<file path="config.mk">
export PLATFORM = sky130hd
export DESIGN_NAME = usb_phy_io
export DESIGN_NICKNAME = d
export VERILOG_FILES = /design/src/rtl/usb_phy_io.sv
export SDC_FILE = /design/constraint.sdc
export NUM_CORES = 1
export LEC_CHECK = 0
export BUFFER_PORTS_ARGS = -buffer_cell sky130_fd_sc_hd__buf_4
export CAP_MARGIN = 15
export CORE_MARGIN = 2
export CORE_UTILIZATION = 59
export CTS_CLUSTER_DIAMETER = 200
export DETAILED_ROUTE_END_ITERATION = 6
export PLACE_DENSITY = 0.78
export RECOVER_POWER = 25
export SLEW_MARGIN = 10
export SYNTH_ARGS = -nofsm -noshare
export SYNTH_HDL_FRONTEND = slang
export SYNTH_SLANG_ARGS = --single-unit
</file>
<file path="constraint.sdc">
create_clock -name clk -period 2.25 [get_ports clk]
set_input_delay 0.1125 -clock clk [delete_from_list [all_inputs] [get_ports clk]]
set_output_delay 0.1125 -clock clk [all_outputs]
set_load 0.01 [all_outputs]
</file>
<file path="src/rtl/usb_phy_io.sv">
// USB pad-side PHY front end: pad synchronisers, glitch filter and line-state decode,
// registered transmit drive, attach pull-ups, and bus-reset / suspend detection.
module usb_phy_io #(
    parameter int LOW_SPEED        = 1,
    parameter int SYNC_STAGES      = 2,
    parameter int FILTER_LEN       = 2,
    parameter int TX_GUARD         = 2,
    parameter int BUS_RESET_CYCLES = 37500,
    parameter int SUSPEND_CYCLES   = 45000
) (
    input  logic clk,
    input  logic rst_n,
    input  logic i_pad_dp,
    input  logic i_pad_dn,
    output logic o_pad_dp,
    output logic o_pad_dn,
    output logic o_pad_oe,
    output logic o_pu_dp,
    output logic o_pu_dn,
    input  logic i_usb_oe,
    input  logic i_usb_j_not_k,
    input  logic i_usb_se0,
    input  logic i_attach,
    output logic o_usb_j_not_k,
    output logic o_usb_se0,
    output logic o_usb_se1,
    output logic o_bus_reset,
    output logic o_suspend
);

    localparam logic LS      = (LOW_SPEED != 0);
    localparam logic IDLE_DN = LS;
    localparam logic IDLE_DP = ~LS;
    localparam int   HL      = (FILTER_LEN > 1) ? FILTER_LEN - 1 : 1;
    localparam int   GW      = (TX_GUARD > 0) ? $clog2(TX_GUARD + 1) : 1;
    localparam int   RW      = $clog2(BUS_RESET_CYCLES + 1);
    localparam int   SW      = $clog2(SUSPEND_CYCLES + 1);
    localparam logic [GW-1:0] GUARD_MAX = GW'(TX_GUARD);
    localparam logic [RW-1:0] RST_MAX   = RW'(BUS_RESET_CYCLES);
    localparam logic [SW-1:0] SUSP_MAX  = SW'(SUSPEND_CYCLES);

    logic [SYNC_STAGES-1:0] sync_dp_q, sync_dn_q;
    logic [HL-1:0]          hist_dp_q, hist_dn_q;
    logic                   sync_dp_s, sync_dn_s, win_eq_s;
    logic                   filt_j_q, filt_se0_q, filt_se1_q;
    logic                   filt_j_d, filt_se0_d, filt_se1_d;
    logic [GW-1:0]          guard_q, guard_d;
    logic                   forced_now_s, forced_nxt_s;
    logic                   pad_oe_q, pad_dp_q, pad_dn_q, pu_dp_q, pu_dn_q, attach_q;
    logic                   pad_dp_d, pad_dn_d;
    logic                   rx_j_q, rx_se0_q, rx_se1_q;
    logic [RW-1:0]          rst_cnt_q, rst_cnt_d;
    logic [SW-1:0]          susp_cnt_q, susp_cnt_d;
    logic                   bus_reset_q, suspend_q;

    assign sync_dp_s    = sync_dp_q[SYNC_STAGES-1];
    assign sync_dn_s    = sync_dn_q[SYNC_STAGES-1];
    assign forced_now_s = pad_oe_q | (guard_q != {GW{1'b0}});
    assign pad_dp_d     = i_usb_se0 ? 1'b0 : (LS ? ~i_usb_j_not_k : i_usb_j_not_k);
    assign pad_dn_d     = i_usb_se0 ? 1'b0 : (LS ? i_usb_j_not_k : ~i_usb_j_not_k);

    // Filter window = current synchroniser output plus FILTER_LEN-1 older samples,
    // so the decoded state lands exactly SYNC_STAGES + FILTER_LEN cycles after a pad change.
    always_comb begin
        win_eq_s = 1'b1;
        for (int i = 0; i < FILTER_LEN - 1; i++) begin
            win_eq_s = win_eq_s & (hist_dp_q[i] == sync_dp_s) & (hist_dn_q[i] == sync_dn_s);
        end
    end

    // Line-state decode; j_not_k keeps its last value across SE0/SE1.
    always_comb begin
        filt_j_d   = filt_j_q;
        filt_se0_d = filt_se0_q;
        filt_se1_d = filt_se1_q;
        if (win_eq_s) begin
            case ({sync_dp_s, sync_dn_s})
                2'b00: begin
                    filt_se0_d = 1'b1;
                    filt_se1_d = 1'b0;
                end
                2'b11: begin
                    filt_se0_d = 1'b0;
                    filt_se1_d = 1'b1;
                end
                default: begin
                    filt_se0_d = 1'b0;
                    filt_se1_d = 1'b0;
                    filt_j_d   = LS ? sync_dn_s : sync_dp_s;
                end
            endcase
        end else begin
            filt_j_d   = filt_j_q;
            filt_se0_d = filt_se0_q;
            filt_se1_d = filt_se1_q;
        end
    end

    // Guard window and the two idle-line counters.
    always_comb begin
        if (pad_oe_q) begin
            guard_d = GUARD_MAX;
        end else if (guard_q != {GW{1'b0}}) begin
            guard_d = guard_q - GW'(1);
        end else begin
            guard_d = {GW{1'b0}};
        end
        forced_nxt_s = i_usb_oe | (guard_d != {GW{1'b0}});

        if (!attach_q || forced_now_s || !rx_se0_q) begin
            rst_cnt_d = {RW{1'b0}};
        end else if (rst_cnt_q != RST_MAX) begin
            rst_cnt_d = rst_cnt_q + RW'(1);
        end else begin
            rst_cnt_d = rst_cnt_q;
        end

        if (!attach_q || forced_now_s || !rx_j_q || rx_se0_q || rx_se1_q) begin
            susp_cnt_d = {SW{1'b0}};
        end else if (susp_cnt_q != SUSP_MAX) begin
            susp_cnt_d = susp_cnt_q + SW'(1);
        end else begin
            susp_cnt_d = susp_cnt_q;
        end
    end

    // Receive-side state: synchronisers, filter history, decoded and guarded outputs.
    always_ff @(posedge clk) begin
        if (!rst_n) begin
            sync_dp_q   <= {SYNC_STAGES{IDLE_DP}};
            sync_dn_q   <= {SYNC_STAGES{IDLE_DN}};
            hist_dp_q   <= {HL{IDLE_DP}};
            hist_dn_q   <= {HL{IDLE_DN}};
            filt_j_q    <= 1'b1;
            filt_se0_q  <= 1'b0;
            filt_se1_q  <= 1'b0;
            guard_q     <= {GW{1'b0}};
            rx_j_q      <= 1'b1;
            rx_se0_q    <= 1'b0;
            rx_se1_q    <= 1'b0;
            rst_cnt_q   <= {RW{1'b0}};
            susp_cnt_q  <= {SW{1'b0}};
            bus_reset_q <= 1'b0;
            suspend_q   <= 1'b0;
        end else begin
            sync_dp_q <= {sync_dp_q[SYNC_STAGES-2:0], i_pad_dp};
            sync_dn_q <= {sync_dn_q[SYNC_STAGES-2:0], i_pad_dn};
            for (int i = HL - 1; i > 0; i--) begin
                hist_dp_q[i] <= hist_dp_q[i-1];
                hist_dn_q[i] <= hist_dn_q[i-1];
            end
            hist_dp_q[0] <= sync_dp_s;
            hist_dn_q[0] <= sync_dn_s;
            filt_j_q     <= filt_j_d;
            filt_se0_q   <= filt_se0_d;
            filt_se1_q   <= filt_se1_d;
            guard_q      <= guard_d;
            rx_j_q       <= forced_nxt_s | filt_j_d;
            rx_se0_q     <= ~forced_nxt_s & filt_se0_d;
            rx_se1_q     <= ~forced_nxt_s & filt_se1_d;
            rst_cnt_q    <= rst_cnt_d;
            susp_cnt_q   <= susp_cnt_d;
            bus_reset_q  <= i_attach & (rst_cnt_d == RST_MAX);
            suspend_q    <= i_attach & (susp_cnt_d == SUSP_MAX);
        end
    end

    // Transmit drive and attach pull-ups, one register stage from the core.
    always_ff @(posedge clk) begin
        if (!rst_n) begin
            pad_oe_q <= 1'b0;
            pad_dp_q <= 1'b0;
            pad_dn_q <= 1'b0;
            pu_dp_q  <= 1'b0;
            pu_dn_q  <= 1'b0;
            attach_q <= 1'b0;
        end else begin
            pad_oe_q <= i_usb_oe;
            pad_dp_q <= pad_dp_d;
            pad_dn_q <= pad_dn_d;
            pu_dp_q  <= i_attach & ~LS;
            pu_dn_q  <= i_attach & LS;
            attach_q <= i_attach;
        end
    end

    assign o_pad_oe      = pad_oe_q;
    assign o_pad_dp      = pad_dp_q;
    assign o_pad_dn      = pad_dn_q;
    assign o_pu_dp       = pu_dp_q;
    assign o_pu_dn       = pu_dn_q;
    assign o_usb_j_not_k = rx_j_q;
    assign o_usb_se0     = rx_se0_q;
    assign o_usb_se1     = rx_se1_q;
    assign o_bus_reset   = bus_reset_q;
    assign o_suspend     = suspend_q;

endmodule

</file>
# Word-level counts from Yosys, hierarchy flattened
# Cells that the tools add are included.
# totals
ff_bits	52
wordCells	65
output_inout_bits	10
inputBits	8
# op_classes
eq_ne	7
bitwise_logic	11
muxes	12
reduce_logical	13
add_sub_neg	3
# op_table
cell	count
16-bit 2-to-1 mux	4
16-bit by 1-bit adder with 16-bit output, second input constant	2
16-bit equality test, second input constant	2
16-bit inequality test, second input constant	2
1-bit 2-to-1 mux	6
1-bit AND	5
1-bit logical OR	5
2-bit 2-to-1 mux	2
2-bit nonzero test	2
2-bit OR reduction	2
1-bit zero test	3
1-bit NOT	3
1-bit OR	3
1-bit equality test	2
2-bit equality test, second input constant	1
2-bit zero test	1
2-bit by 1-bit subtractor with 2-bit output, second input constant	1

# Logic depth before layout (Yosys ltp)
# logic_depth
word_depth	9
depth_mapped	8
mapped_depth_nobuf	8

# Worst setup path after synthesis
# Ideal clock, no wire load.
# synth_timing
kind	reg-to-reg
start	register rst_cnt_q[0]
end	register bus_reset_q (netlist: o_bus_reset)
stages_incl_launch_ff	9
n_path_buf	0
arrival_ns	1.639
setup_ns	0.103
required_time_ns	2.147
path_slack_ns	0.508
period_less_slack_ns	1.742
cell_sequence	dfxtp_1 -> inv_1 -> ha_1 -> and4b_1 -> nand4_2 -> mux2i_1 -> nor3b_2 -> o2111ai_1 -> a2111oi_2
# synth_between
elab_chain_cells	5
elab_cells_between_ends	6
cone_classes	1 x add/sub; 2 x eq/ne; 2 x mux; 1 x bitwise
# synth_lines
item	line	source
from (decl)	52	logic [RW-1:0] rst_cnt_q, rst_cnt_d;
from (signal assigned)	141	rst_cnt_q <= {RW{1'b0}};
from (signal assigned)	161	rst_cnt_q <= rst_cnt_d;
16-bit by 1-bit adder with 16-bit output / 16-bit inequality test (equally long branches)	113, 112	
16-bit 2-to-1 mux *	112	end else if (rst_cnt_q != RST_MAX) begin
16-bit 2-to-1 mux *	110	if (!attach_q || forced_now_s || !rx_se0_q) begin
16-bit equality test *	163	bus_reset_q <= i_attach & (rst_cnt_d == RST_MAX);
1-bit AND *	163	
to (signal assigned)	163	
to (decl)	54	logic bus_reset_q, suspend_q;
# Mark *: on every way between the ends. The rest lies on a longest branch, timed or not.
# A chain may end at the register's enable or synchronous reset.

# Worst setup path in the final report
# Ends and elaborated chain as after synthesis.

==> impl_metrics.ini <==
[critical_path]
crit_path_start_kind = flop
r2r_cells = 7
critical_path.endpoint = o_bus_reset$_SDFF_PN0_
r2r_slack_ns = 0.25
worstReg2RegEnd = o_bus_reset$_SDFF_PN0_
critPathCaptureType = flop
rr_startpoint = rst_cnt_q[0]$_SDFF_PN0_
critPathArrivalTime_ns = 2.19
required_ns = 2.45
cp-startpoint = rst_cnt_q[0]$_SDFF_PN0_
criticalPathCategory = flop to flop
crit_fanout = 6

[timing]
min_period_ns = 2.00
drv_slew = 0
fin_tns_setup_ns = 0
rsz0062_at_grt = no
tightestPinTransition_ns = 0.704
slew_headroom_pct = 53.0
max_freq_ghz = 0.501
setup_ws_ns = 0.254
finalCritPeriodShare_pct = 88.7
finalHoldViolCount = 0
skew_ns = 0.0195
setup_viol = 0

[pwr]
p_per_area_nw_per_um2 = 548
peakVddDrop_uv = 445
p_leak_nw = 1.03

[clock_network]
cts_sinks = 52
tritoncts = yes
cts_hold_buf = 4
htreeDepth = 2
cts_resized = 0
clk_latency_ns = 0.32
cts.clk_slew.worst_paths_ns = 0.09
clockBufferDepth = 2
cts_root_buf = clkbuf_8
cts_setup_buffers = 0
cts_buffers = 5

[synthesis]
synth_area_um2 = 2560
seq_area_frac_synth_pct = 40.7
ys_types = 53
syn_area_per_cell_um2 = 9.33
syn_inst = 274
synth_edf_count = 0
yosys_warnings = 0
synth-seq-cells = 52
syn_nets = 288
synthArstFlopShare_pct = 0
ys.flop_type = dfxtp_1

[floorplanning]
start_util_pct = 62.6
coreArea_um2 = 4090
ios = 18
rows = 23
die-area_um2 = 4880
die_h_um = 69.8
die_w_um = 69.8

[routing]
drt-initial-drc-count = 144
vias = 2016
drc_errors = 0
wire_per_inst_um = 13.8
dr.pass1.iters = 4
drtAntennaViolNets = 0
via_per_inst = 5.78
wl_um = 4820

[job]
maxCapViolCount = 0

[final_layout]
area_growth_pct = 11.3
drive_gt1_share_pct = 13.0
stdcell_area_um2 = 2850
antenna_cells = 0
num-nets-final = 312

[placed_design]
dpl.hpwl_um = 3470
io_buffers = 16
placed_area_um2 = 2730
gp_congestion = 0.896
place_ws_ns = 0.254

[run_status]
status = finished clean

[grt]
antenna_found_initial = 0
grt_pass1_vias = 1854
grt_overflow = 0
grt_max_degree = 22
grt_first_pass_wirelength_um = 8550
track_usage_pct = 21.6

[hold_path]
hold_class = primary input to flop
layer usage:
layer  routed length, um  track usage [%]  up-vias
li1                    -                -     1021
met1                2390             31.0      933
met2                2010             30.2       53
met3                 326             6.83        9
met4                  93             7.69        0
met5                   0                0        -
critical path, stage by stage, from the launching register on:
cell       delay [ns]
dfxtp_1          0.44
ha_1             0.21
nand2_1          0.13
nor2_1           0.31
nand3_1          0.15
xor2_1           0.18
o21ai_0          0.11
a2111oi_2        0.35
through the flow:
stage / hold WS [ns] / total power, mW / utilization (%) / instances
6_report: 0.00928 / 1.56 / 69.7 / 349
2_1_floorplan: 0.188 / 1.00 / - / 274
5_1_grt: 0.0139 / 1.63 / 69.7 / 349
3_3_place_gp: 0.279 / 1.03 / 66.8 / 337
4_1_cts: 0.000164 / 1.58 / 70.1 / 349
3_5_place_dp: 0.282 / 1.03 / 66.8 / 337
state kept, by name, indices dropped and copies added, names as in the netlist, 2 cells and up:
name	count
guard_q	2
rst_cnt_q	16
susp_cnt_q	16
sync_dn_q	2
sync_dp_q	2
logic make-up (layout without fill, tap and decap cells):
group | Yosys count | in the layout | synth area share (%)
AO/OA/AOI/OAI | 29 | 29 | 7.78
XOR/XNOR | 28 | 28 | 9.59
adder cells (fa/ha/maj) | 6 | 6 | 2.94
buffers and inverters | 17 | 42 | 3.13
flip-flops | 52 | 52 | 40.7
multiplexers | 4 | 4 | 1.57
other | 1 | 1 | 0.147
AND/OR/NAND/NOR | 137 | 137 | 34.1
power by group:
group	total [mW]	switching [mW]	internal, mW	leakage [nW]
Clock	0.551	0.324	0.227	0.0452
Combinational	0.0666	0.0312	0.0354	0.565
Sequential	0.942	0.00877	0.934	0.422
Total	1.56	0.364	1.20	1.03
layout make-up:
cell class                      count  area, um2
Tap cell                           50       62.6
Inverter                            9       33.8
Timing Repair Buffer               25        179
Multi-Input combinational cell    205       1440
Fill cell                         333       1240
Clock inverter                      3       25.0
Clock buffer                        5       68.8
Sequential cell                    52       1040
synth_stat cells (3+ instances only):
library cell / n / area, um2
a21oi_1: 9 / 45.0
a31oi_1: 5 / 31.3
and2_1: 8 / 50.1
and3_1: 5 / 31.3
and4_1: 3 / 26.3
clkbuf_1: 4 / 15.0
dfxtp_1: 52 / 1040
ha_1: 6 / 75.1
inv_1: 9 / 33.8
mux2i_1: 4 / 40.0
nand2_1: 14 / 52.6
nand2b_1: 3 / 18.8
nand3_1: 13 / 65.1
nand4_1: 4 / 25.0
nor2_1: 35 / 131
nor2b_1: 7 / 43.8
nor3_1: 8 / 40.0
nor3b_1: 6 / 45.0
nor4_1: 4 / 25.0
nor4bb_1: 4 / 40.0
o21ai_0: 5 / 25.0
xnor2_1: 14 / 123
xor2_1: 14 / 123
placed cells by master (no fill, tap or decap), types with 3 or more instances in the layout:
| cell | instances |
|---|---|
| clkbuf_1 | 5 |
| dlygate4sd3_1 | 4 |
| nand2b_1 | 3 |
| nand2_1 | 14 |
| clkbuf_4 | 3 |
| clkbuf_8 | 5 |
| dfxtp_1 | 52 |
| ha_1 | 6 |
| mux2i_1 | 4 |
| xnor2_1 | 14 |
| nand3_1 | 13 |
| and4_1 | 3 |
| nor4bb_1 | 4 |
| and2_1 | 7 |
| a21oi_1 | 9 |
| buf_4 | 13 |
| xor2_1 | 14 |
| nor2_1 | 35 |
| nor4_1 | 4 |
| o21ai_0 | 5 |
| nor3_1 | 8 |
| and3_1 | 5 |
| nor3b_1 | 6 |
| a31oi_1 | 5 |
| nand4_1 | 4 |
| inv_1 | 9 |
| nor2b_1 | 7 |
how the worst min path moves through the flow:
stage	startpoint	endpoint	slack [ns]	cells past startpoint
2_1_floorplan	i_usb_j_not_k	o_pad_dp$_SDFF_PP0_	0.19	1
3_3_place_gp	i_usb_se0	o_pad_dp$_SDFF_PP0_	0.28	2
3_5_place_dp	i_usb_se0	o_pad_dp$_SDFF_PP0_	0.28	2
4_1_cts	i_usb_oe	o_pad_oe$_SDFF_PN0_	0.0002	2
5_1_grt	i_usb_oe	o_pad_oe$_SDFF_PN0_	0.01	2
6_report	i_usb_oe	o_pad_oe$_SDFF_PN0_	0.009	2
No activity file was read; power rests on OpenSTA's default activity.
